[src/rtl/mlp2_seq_engine.sv]
// Time-multiplexed two-layer fixed-point MLP: one MAC walks hidden then output neurons,
// with on-chip weight registers, streamed input/output handshakes and saturating results.
module mlp2_seq_engine #(
    parameter int IN_SIZE  = 4,
    parameter int HIDDEN1  = 3,
    parameter int OUT_SIZE = 2,
    parameter int WIDTH    = 16,
    parameter int FRAC     = 8,
    parameter int ACC_W    = 40,
    localparam int W1N     = HIDDEN1 * IN_SIZE,
    localparam int W2N     = OUT_SIZE * HIDDEN1,
    localparam int WMAX    = (W1N > W2N) ? W1N : W2N,
    localparam int AW      = (WMAX > 1) ? $clog2(WMAX) : 1,
    localparam int OW      = (OUT_SIZE > 1) ? $clog2(OUT_SIZE) : 1
) (
    input  logic             clk,
    input  logic             rst_n,
    input  logic             w_we,
    input  logic             w_sel,
    input  logic [AW-1:0]    w_addr,
    input  logic [WIDTH-1:0] w_data,
    input  logic             relu_hidden,
    input  logic             relu_out,
    input  logic             in_valid,
    output logic             in_ready,
    input  logic [WIDTH-1:0] in_data,
    output logic             out_valid,
    input  logic             out_ready,
    output logic [WIDTH-1:0] out_data,
    output logic [OW-1:0]    out_idx,
    output logic             out_last,
    output logic             sat,
    output logic             busy
);

    localparam int XA   = (IN_SIZE > 1) ? $clog2(IN_SIZE) : 1;
    localparam int HA   = (HIDDEN1 > 1) ? $clog2(HIDDEN1) : 1;
    localparam int KMAX = (IN_SIZE > HIDDEN1) ? IN_SIZE : HIDDEN1;
    localparam int KW   = $clog2(KMAX + 1);
    localparam int NMAX = (HIDDEN1 > OUT_SIZE) ? HIDDEN1 : OUT_SIZE;
    localparam int NW   = (NMAX > 1) ? $clog2(NMAX) : 1;

    localparam logic signed [ACC_W-1:0] SAT_MAX = {{(ACC_W-WIDTH+1){1'b0}}, {(WIDTH-1){1'b1}}};
    localparam logic signed [ACC_W-1:0] SAT_MIN = {{(ACC_W-WIDTH+1){1'b1}}, {(WIDTH-1){1'b0}}};

    typedef enum logic [2:0] {
        S_IDLE = 3'd0,
        S_LOAD = 3'd1,
        S_L1   = 3'd2,
        S_L2   = 3'd3,
        S_OUT  = 3'd4
    } state_t;

    state_t state_r, next_s;

    logic signed [WIDTH-1:0] w1_mem_r [0:2**AW-1];
    logic signed [WIDTH-1:0] w2_mem_r [0:2**AW-1];
    logic signed [WIDTH-1:0] x_buf_r  [0:2**XA-1];
    logic signed [WIDTH-1:0] h_buf_r  [0:2**HA-1];
    logic signed [WIDTH-1:0] o_buf_r  [0:2**OW-1];

    logic signed [ACC_W-1:0]   acc_r;
    logic [KW-1:0]             k_cnt_r;
    logic [NW-1:0]             n_cnt_r;
    logic [AW-1:0]             w_ptr_r;
    logic                      relu_h_r, relu_o_r;
    logic                      in_ready_r, busy_r, out_valid_r, out_last_r, sat_r;
    logic [WIDTH-1:0]          out_data_r;
    logic [OW-1:0]             out_idx_r;

    logic                      in_ready_s, busy_s;
    logic                      in_fire_s, out_fire_s, load_last_s, fin_s, last_s, wr_ok_s;
    logic signed [WIDTH-1:0]   mul_a_s, mul_b_s, res_s, final_s;
    logic signed [2*WIDTH-1:0] prod_s;
    logic signed [ACC_W-1:0]   prod_ext_s, shifted_s;
    logic                      sat_now_s, relu_s;
    logic [OW-1:0]             nidx_s;

    assign in_fire_s   = in_valid & in_ready_r;
    assign out_fire_s  = out_valid_r & out_ready;
    assign load_last_s = (k_cnt_r == KW'(IN_SIZE - 1));
    assign nidx_s      = out_idx_r + OW'(1);
    assign wr_ok_s     = w_we && (state_r == S_IDLE) &&
                         (w_sel ? (int'(w_addr) < W2N) : (int'(w_addr) < W1N));

    // State register plus the registered handshake/status flags derived from the next state.
    always_ff @(posedge clk) begin
        if (!rst_n) begin
            state_r    <= S_IDLE;
            in_ready_r <= 1'b0;
            busy_r     <= 1'b0;
        end else begin
            state_r    <= next_s;
            in_ready_r <= in_ready_s;
            busy_r     <= busy_s;
        end
    end

    // Neuron-finish and last-neuron detection for the active layer.
    always_comb begin
        fin_s  = 1'b0;
        last_s = 1'b0;
        case (state_r)
            S_L1: begin
                fin_s  = (k_cnt_r == KW'(IN_SIZE));
                last_s = (n_cnt_r == NW'(HIDDEN1 - 1));
            end
            S_L2: begin
                fin_s  = (k_cnt_r == KW'(HIDDEN1));
                last_s = (n_cnt_r == NW'(OUT_SIZE - 1));
            end
            default: begin
                fin_s  = 1'b0;
                last_s = 1'b0;
            end
        endcase
    end

    // Next-state logic.
    always_comb begin
        next_s = state_r;
        case (state_r)
            S_IDLE:  if (in_fire_s) next_s = (IN_SIZE == 1) ? S_L1 : S_LOAD; else next_s = S_IDLE;
            S_LOAD:  if (in_fire_s && load_last_s) next_s = S_L1; else next_s = S_LOAD;
            S_L1:    if (fin_s && last_s) next_s = S_L2; else next_s = S_L1;
            S_L2:    if (fin_s && last_s) next_s = S_OUT; else next_s = S_L2;
            S_OUT:   if (out_fire_s && out_last_r) next_s = S_IDLE; else next_s = S_OUT;
            default: next_s = S_IDLE;
        endcase
    end

    // Output decode, taken from the next state so the flags are registered with it.
    always_comb begin
        in_ready_s = (next_s == S_IDLE) || (next_s == S_LOAD);
        busy_s     = (next_s != S_IDLE);
    end

    // MAC operand select: L2 reuses the same multiplier on the hidden buffer and W2.
    always_comb begin
        mul_a_s = '0;
        mul_b_s = '0;
        if (state_r == S_L2) begin
            mul_a_s = h_buf_r[k_cnt_r[HA-1:0]];
            mul_b_s = w2_mem_r[w_ptr_r];
        end else begin
            mul_a_s = x_buf_r[k_cnt_r[XA-1:0]];
            mul_b_s = w1_mem_r[w_ptr_r];
        end
        prod_s     = mul_a_s * mul_b_s;
        prod_ext_s = ACC_W'(prod_s);
    end

    // Neuron result: floor rescale, clamp to the data range, then optional ReLU.
    always_comb begin
        shifted_s = acc_r >>> FRAC;
        sat_now_s = 1'b0;
        res_s     = '0;
        if (shifted_s > SAT_MAX) begin
            res_s     = SAT_MAX[WIDTH-1:0];
            sat_now_s = 1'b1;
        end else if (shifted_s < SAT_MIN) begin
            res_s     = SAT_MIN[WIDTH-1:0];
            sat_now_s = 1'b1;
        end else begin
            res_s     = shifted_s[WIDTH-1:0];
        end
        relu_s = (state_r == S_L2) ? relu_o_r : relu_h_r;
        if (relu_s && res_s[WIDTH-1]) begin
            final_s = '0;
        end else begin
            final_s = res_s;
        end
    end

    // Datapath: weight store, input capture, MAC/finish sequencing and output presentation.
    always_ff @(posedge clk) begin
        if (!rst_n) begin
            for (int i = 0; i < 2**AW; i++) begin
                w1_mem_r[i] <= '0;
                w2_mem_r[i] <= '0;
            end
            for (int i = 0; i < 2**XA; i++) x_buf_r[i] <= '0;
            for (int i = 0; i < 2**HA; i++) h_buf_r[i] <= '0;
            for (int i = 0; i < 2**OW; i++) o_buf_r[i] <= '0;
            acc_r       <= '0;
            k_cnt_r     <= '0;
            n_cnt_r     <= '0;
            w_ptr_r     <= '0;
            relu_h_r    <= 1'b0;
            relu_o_r    <= 1'b0;
            out_valid_r <= 1'b0;
            out_data_r  <= '0;
            out_idx_r   <= '0;
            out_last_r  <= 1'b0;
            sat_r       <= 1'b0;
        end else begin
            if (wr_ok_s) begin
                if (w_sel) w2_mem_r[w_addr] <= w_data;
                else       w1_mem_r[w_addr] <= w_data;
            end
            case (state_r)
                S_IDLE: if (in_fire_s) begin
                    x_buf_r[0] <= in_data;
                    relu_h_r   <= relu_hidden;
                    relu_o_r   <= relu_out;
                    acc_r      <= '0;
                    n_cnt_r    <= '0;
                    w_ptr_r    <= '0;
                    sat_r      <= 1'b0;
                    k_cnt_r    <= (IN_SIZE == 1) ? KW'(0) : KW'(1);
                end
                S_LOAD: if (in_fire_s) begin
                    x_buf_r[k_cnt_r[XA-1:0]] <= in_data;
                    k_cnt_r <= load_last_s ? KW'(0) : k_cnt_r + KW'(1);
                end
                S_L1, S_L2: if (!fin_s) begin
                    acc_r   <= acc_r + prod_ext_s;
                    k_cnt_r <= k_cnt_r + KW'(1);
                    w_ptr_r <= w_ptr_r + AW'(1);
                end else begin
                    acc_r   <= '0;
                    k_cnt_r <= '0;
                    sat_r   <= sat_r | sat_now_s;
                    if (state_r == S_L1) begin
                        h_buf_r[n_cnt_r[HA-1:0]] <= final_s;
                    end else begin
                        o_buf_r[n_cnt_r[OW-1:0]] <= final_s;
                        if (n_cnt_r == NW'(0)) out_data_r <= final_s;
                    end
                    if (last_s) begin
                        n_cnt_r <= '0;
                        w_ptr_r <= '0;
                        if (state_r == S_L2) begin
                            out_valid_r <= 1'b1;
                            out_idx_r   <= '0;
                            out_last_r  <= (OUT_SIZE == 1);
                        end
                    end else begin
                        n_cnt_r <= n_cnt_r + NW'(1);
                    end
                end
                S_OUT: if (out_fire_s) begin
                    if (out_last_r) begin
                        out_valid_r <= 1'b0;
                        out_last_r  <= 1'b0;
                        out_idx_r   <= '0;
                        sat_r       <= 1'b0;
                    end else begin
                        out_idx_r  <= nidx_s;
                        out_data_r <= o_buf_r[nidx_s];
                        out_last_r <= (nidx_s == OW'(OUT_SIZE - 1));
                    end
                end
                default: ;
            endcase
        end
    end

    assign in_ready  = in_ready_r;
    assign busy      = busy_r;
    assign out_valid = out_valid_r;
    assign out_data  = out_data_r;
    assign out_idx   = out_idx_r;
    assign out_last  = out_last_r;
    assign sat       = sat_r;

endmodule

[config.mk]
export PLATFORM = sky130hd
export DESIGN_NAME = mlp2_seq_engine
export DESIGN_NICKNAME = d
export VERILOG_FILES = /design/src/rtl/mlp2_seq_engine.sv
export SDC_FILE = /design/constraint.sdc
export NUM_CORES = 2
export LEC_CHECK = 0
export CAP_MARGIN = 20
export CORE_MARGIN = 4
export CORE_UTILIZATION = 50
export CTS_BUF_LIST = sky130_fd_sc_hd__clkbuf_4 sky130_fd_sc_hd__clkbuf_8
export DETAILED_ROUTE_END_ITERATION = 12
export PLACE_DENSITY = 0.67
export RECOVER_POWER = 50
export REMOVE_ABC_BUFFERS = 1
export SLEW_MARGIN = 20
export SYNTH_ARGS = -nofsm -noshare
export SYNTH_HDL_FRONTEND = slang
export SYNTH_SLANG_ARGS = --single-unit
[constraint.sdc]
create_clock -name clk -period 6.9 [get_ports clk]
set_input_delay 1.38 -clock clk [delete_from_list [all_inputs] [get_ports clk]]
set_output_delay 1.38 -clock clk [all_outputs]
set_load 0.1 [all_outputs]
==> flow_metrics.env <==
export IMPL_outcome="finished with violations"
export IMPL_failed_checks="capacitance limit, slew limit, setup timing"
export IMPL_ir_worst_vdd_v=0.000470
export IMPL_clock_skew_ns=0.0665
export IMPL_synth_cells=3366
export IMPL_hp_class="reg2reg"
export IMPL_synth_edff_count=672
export IMPL_synth_area_um2=44200
export IMPL_first_global_vias=29515
export IMPL_finalMaxSlewViolations=118
export IMPL_io_buffers=65
export IMPL_async_flop_share=0
export IMPL_finalSetupViolations=27
export IMPL_ios=66
export IMPL_max_freq_ghz=0.130
export IMPL_arrival_ns=8.35
export IMPL_overflow=0
export IMPL_final_cell_area_um2=53000
export IMPL_ys_seq_elements=753
export IMPL_max_cap_violations=5
export IMPL_yosysSeqAreaShare=0.493
export IMPL_dp_hpwl_um=82100
export IMPL_clock_latency_ns=0.80
export IMPL_setup_ws_ns=-0.771
export IMPL_drt_iter0_markers=2473
export IMPL_cts_tree="done"
export IMPL_rsz0062_at_grt="yes"
export IMPL_synth_avg_cell_area_um2=13.1
export IMPL_die_y_um=305
export IMPL_path_class="reg2reg"
export IMPL_gp_congestion=0.922
export IMPL_mostFrequentLayoutCells="672 x edfxtp_1, 449 x inv_1, 323 x fa_1, 311 x nor2_1, 302 x buf_4"
export IMPL_antenna_found_initial=5
export IMPL_tns_ns=-16.25
export IMPL_n_fill_cell=6879
export IMPL_worstSetupStartpointType="flop"
export IMPL_final_common_cell="edfxtp_1"
export IMPL_coreArea_um2=87300
export IMPL_path_clk_slew_ns=0.07
export IMPL_final_hold_violation_count=0
export IMPL_fp_dieW_um=305
export IMPL_total_power_mw=19.2
export IMPL_synth_ff_type="edfxtp_1"
export IMPL_grt_max_degree=53
export IMPL_placed_cell_area_um2=49600
export IMPL_critPathCaptureType="flop"
export IMPL_placed_cells_incl_taps=5021
export IMPL_wl_per_cell_um=21.6
export IMPL_p_per_area_nw_per_um2=361
export IMPL_final_period_minus_worst_setup_slack_ns=7.67
export IMPL_placementRows=108
export IMPL_fin_cells=5279
export IMPL_htreeDepth=3
export IMPL_yosys_warnings=0
export IMPL_clkSinkCount=753
export IMPL_dp_slack_ns=-0.879
export IMPL_slew_headroom=-0.513
export IMPL_syn2layout_area_growth_pct=20.0
export IMPL_worstMarginPinSlew_ns=2.27
export IMPL_hold_start="w_ptr_r[3]"
export IMPL_avgViaCountPerCell=5.37
export IMPL_nets=4519
export IMPL_p_leak_nw=22.0
export IMPL_first_pass_iters=5
export IMPL_crit_required_ns=7.58
export IMPL_period_share=1.11
export IMPL_clockBufferDepth=3
export IMPL_layout_drive_gt1_share=0.226
export IMPL_clock_root_buffer="clkbuf_8"
export IMPL_ant_nets=0
export IMPL_start_util=0.506
export IMPL_worstPathMaxFanout=8
export IMPL_cts_buffers=121
export IMPL_die_area_um2=93200
export IMPL_synth_distinct_cells=67
export IMPL_drc_errors=0
export IMPL_grt_pass1_wl_um=176000
export IMPL_track_usage=0.249
export IMPL_wl_um=114000
export IMPL_via_count=28358
-- final timing paths --
kind	end	slack, ns	cells after the start
setup reg to reg	acc_r[26]	-0.77	27
hold reg to reg	flop	0.47	1
setup / recovery	acc_r[26]	-0.77	27
hold / removal	flop	0.47	1
-- state kept, by name (all words and copies together), names as in the netlist, named ones only --
register,count
out_data,16
relu_h_r,1
relu_o_r,1
busy,1
w1_mem_r,256
out_valid,1
w_ptr_r,4
sat,1
in_ready,1
acc_r,40
h_buf_r,64
out_idx,1
k_cnt_r,3
w2_mem_r,256
o_buf_r,32
n_cnt_r,2
x_buf_r,64
state_r,3
-- Yosys cell counts (all sizes together), types with 3 or more instances --
cell type  number  area (um2)
inv           463        1740
fa            330        6610
xor2           12         105
a31oi           4        25.0
ha            121        1510
and2          307        1920
nand2         189         714
mux2i          34         440
o21a            4        30.0
a21oi          74         370
o21bai          9        67.6
or2            35         219
buf            54         380
nor2b          21         131
a21boi          3        22.5
nand3          14        70.1
nand2b         34         213
a22oi          21         158
mux4          191        4310
nor4            8        50.1
o31ai           3        22.5
clkbuf        102         383
dfxtp          81        1620
nor3           15        75.1
edfxtp        672       20200
and3            5        31.3
a32o            3        30.0
a211oi         38         285
nor2          344        1340
nand3b          5        37.5
a21o            9        67.6
a211o           3        26.3
or3             6        37.5
o21ai          85         425
o211ai          4        30.0
xnor2          25         219
nand4          12        75.1
-- what timing repair did --
action | in CTS | in global routing
endpoints found under the setup margin | 28 | 30
gates cloned | 5 | 0
pin swaps | 41 | 22
buffers inserted | 25 | 5
resized for setup | 122 | 45
hold buffers | 0 | 0
-- critical path, cell delays in order (launching register included) --
cell      delay [ns]
dfxtp_4         0.38
buf_12          0.14
buf_16          0.14
buf_12          0.12
buf_8           0.12
mux4_2          0.53
mux4_2          0.56
mux2i_4         0.21
buf_12          0.18
nand2b_4        0.13
fa_1            0.44
fa_1            0.53
inv_1           0.06
fa_1            0.59
fa_2            0.46
fa_1            0.49
inv_1           0.05
fa_1            0.48
inv_2           0.04
ha_4            0.27
o21ai_2         0.06
buf_4           0.14
a2111o_1        0.52
a21oi_2         0.23
o211ai_1        0.14
a21oi_1         0.17
o21ai_1         0.08
a32o_1          0.26
-- power by group --
group	switching (mW)	leakage, nW	internal (mW)
registers	0.0621	7.46	5.19
clock network	1.86	1.29	2.04
logic	5.25	13.3	4.76
total	7.18	22.0	12.0
-- metal layers --
layer  up-vias  global-route usage  share of wire
met3       236              0.0519          0.076
met1     14441               0.349           0.41
li1      12650                   -              -
met5         -                   0              0
met2      1031               0.385           0.47
met4         0               0.102          0.045
-- area by class of cell --
cell class                 count  area (um2)  area share
antenna                        2        5.00   0.0000944
clock buffer                 173        2090      0.0394
inverter                     465        1750      0.0330
clock inverter                48         342     0.00644
tap                         1155        1450      0.0273
multi-input combinational   2215       21300       0.401
sequential                   753       21800       0.411
timing repair buffer         468        4330      0.0816
-- stage by stage --
| stage | util | hold slack, ns |
|---|---|---|
| 2_1_floorplan | - | 0.423 |
| 4_1_cts | 0.606 | 0.463 |
| 3_5_place_dp | 0.569 | 0.448 |
| 5_1_grt | 0.607 | 0.489 |
| 6_report | 0.607 | 0.473 |
| 3_3_place_gp | 0.569 | 0.441 |
-- cells by family (layout without fill, tap and decap cells) --
kind of cell	Yosys count	after routing	synth area share
flops	753	753	0.493
simple gates	1004	1004	0.113
xor+xnor	37	37	0.00733
fa+ha+maj	451	451	0.184
buf+inv	621	1154	0.0568
compound gates	273	273	0.0380
other cells	1	226	0.0000848
mux	226	226	0.108
No activity file was read; power rests on OpenSTA's default activity.
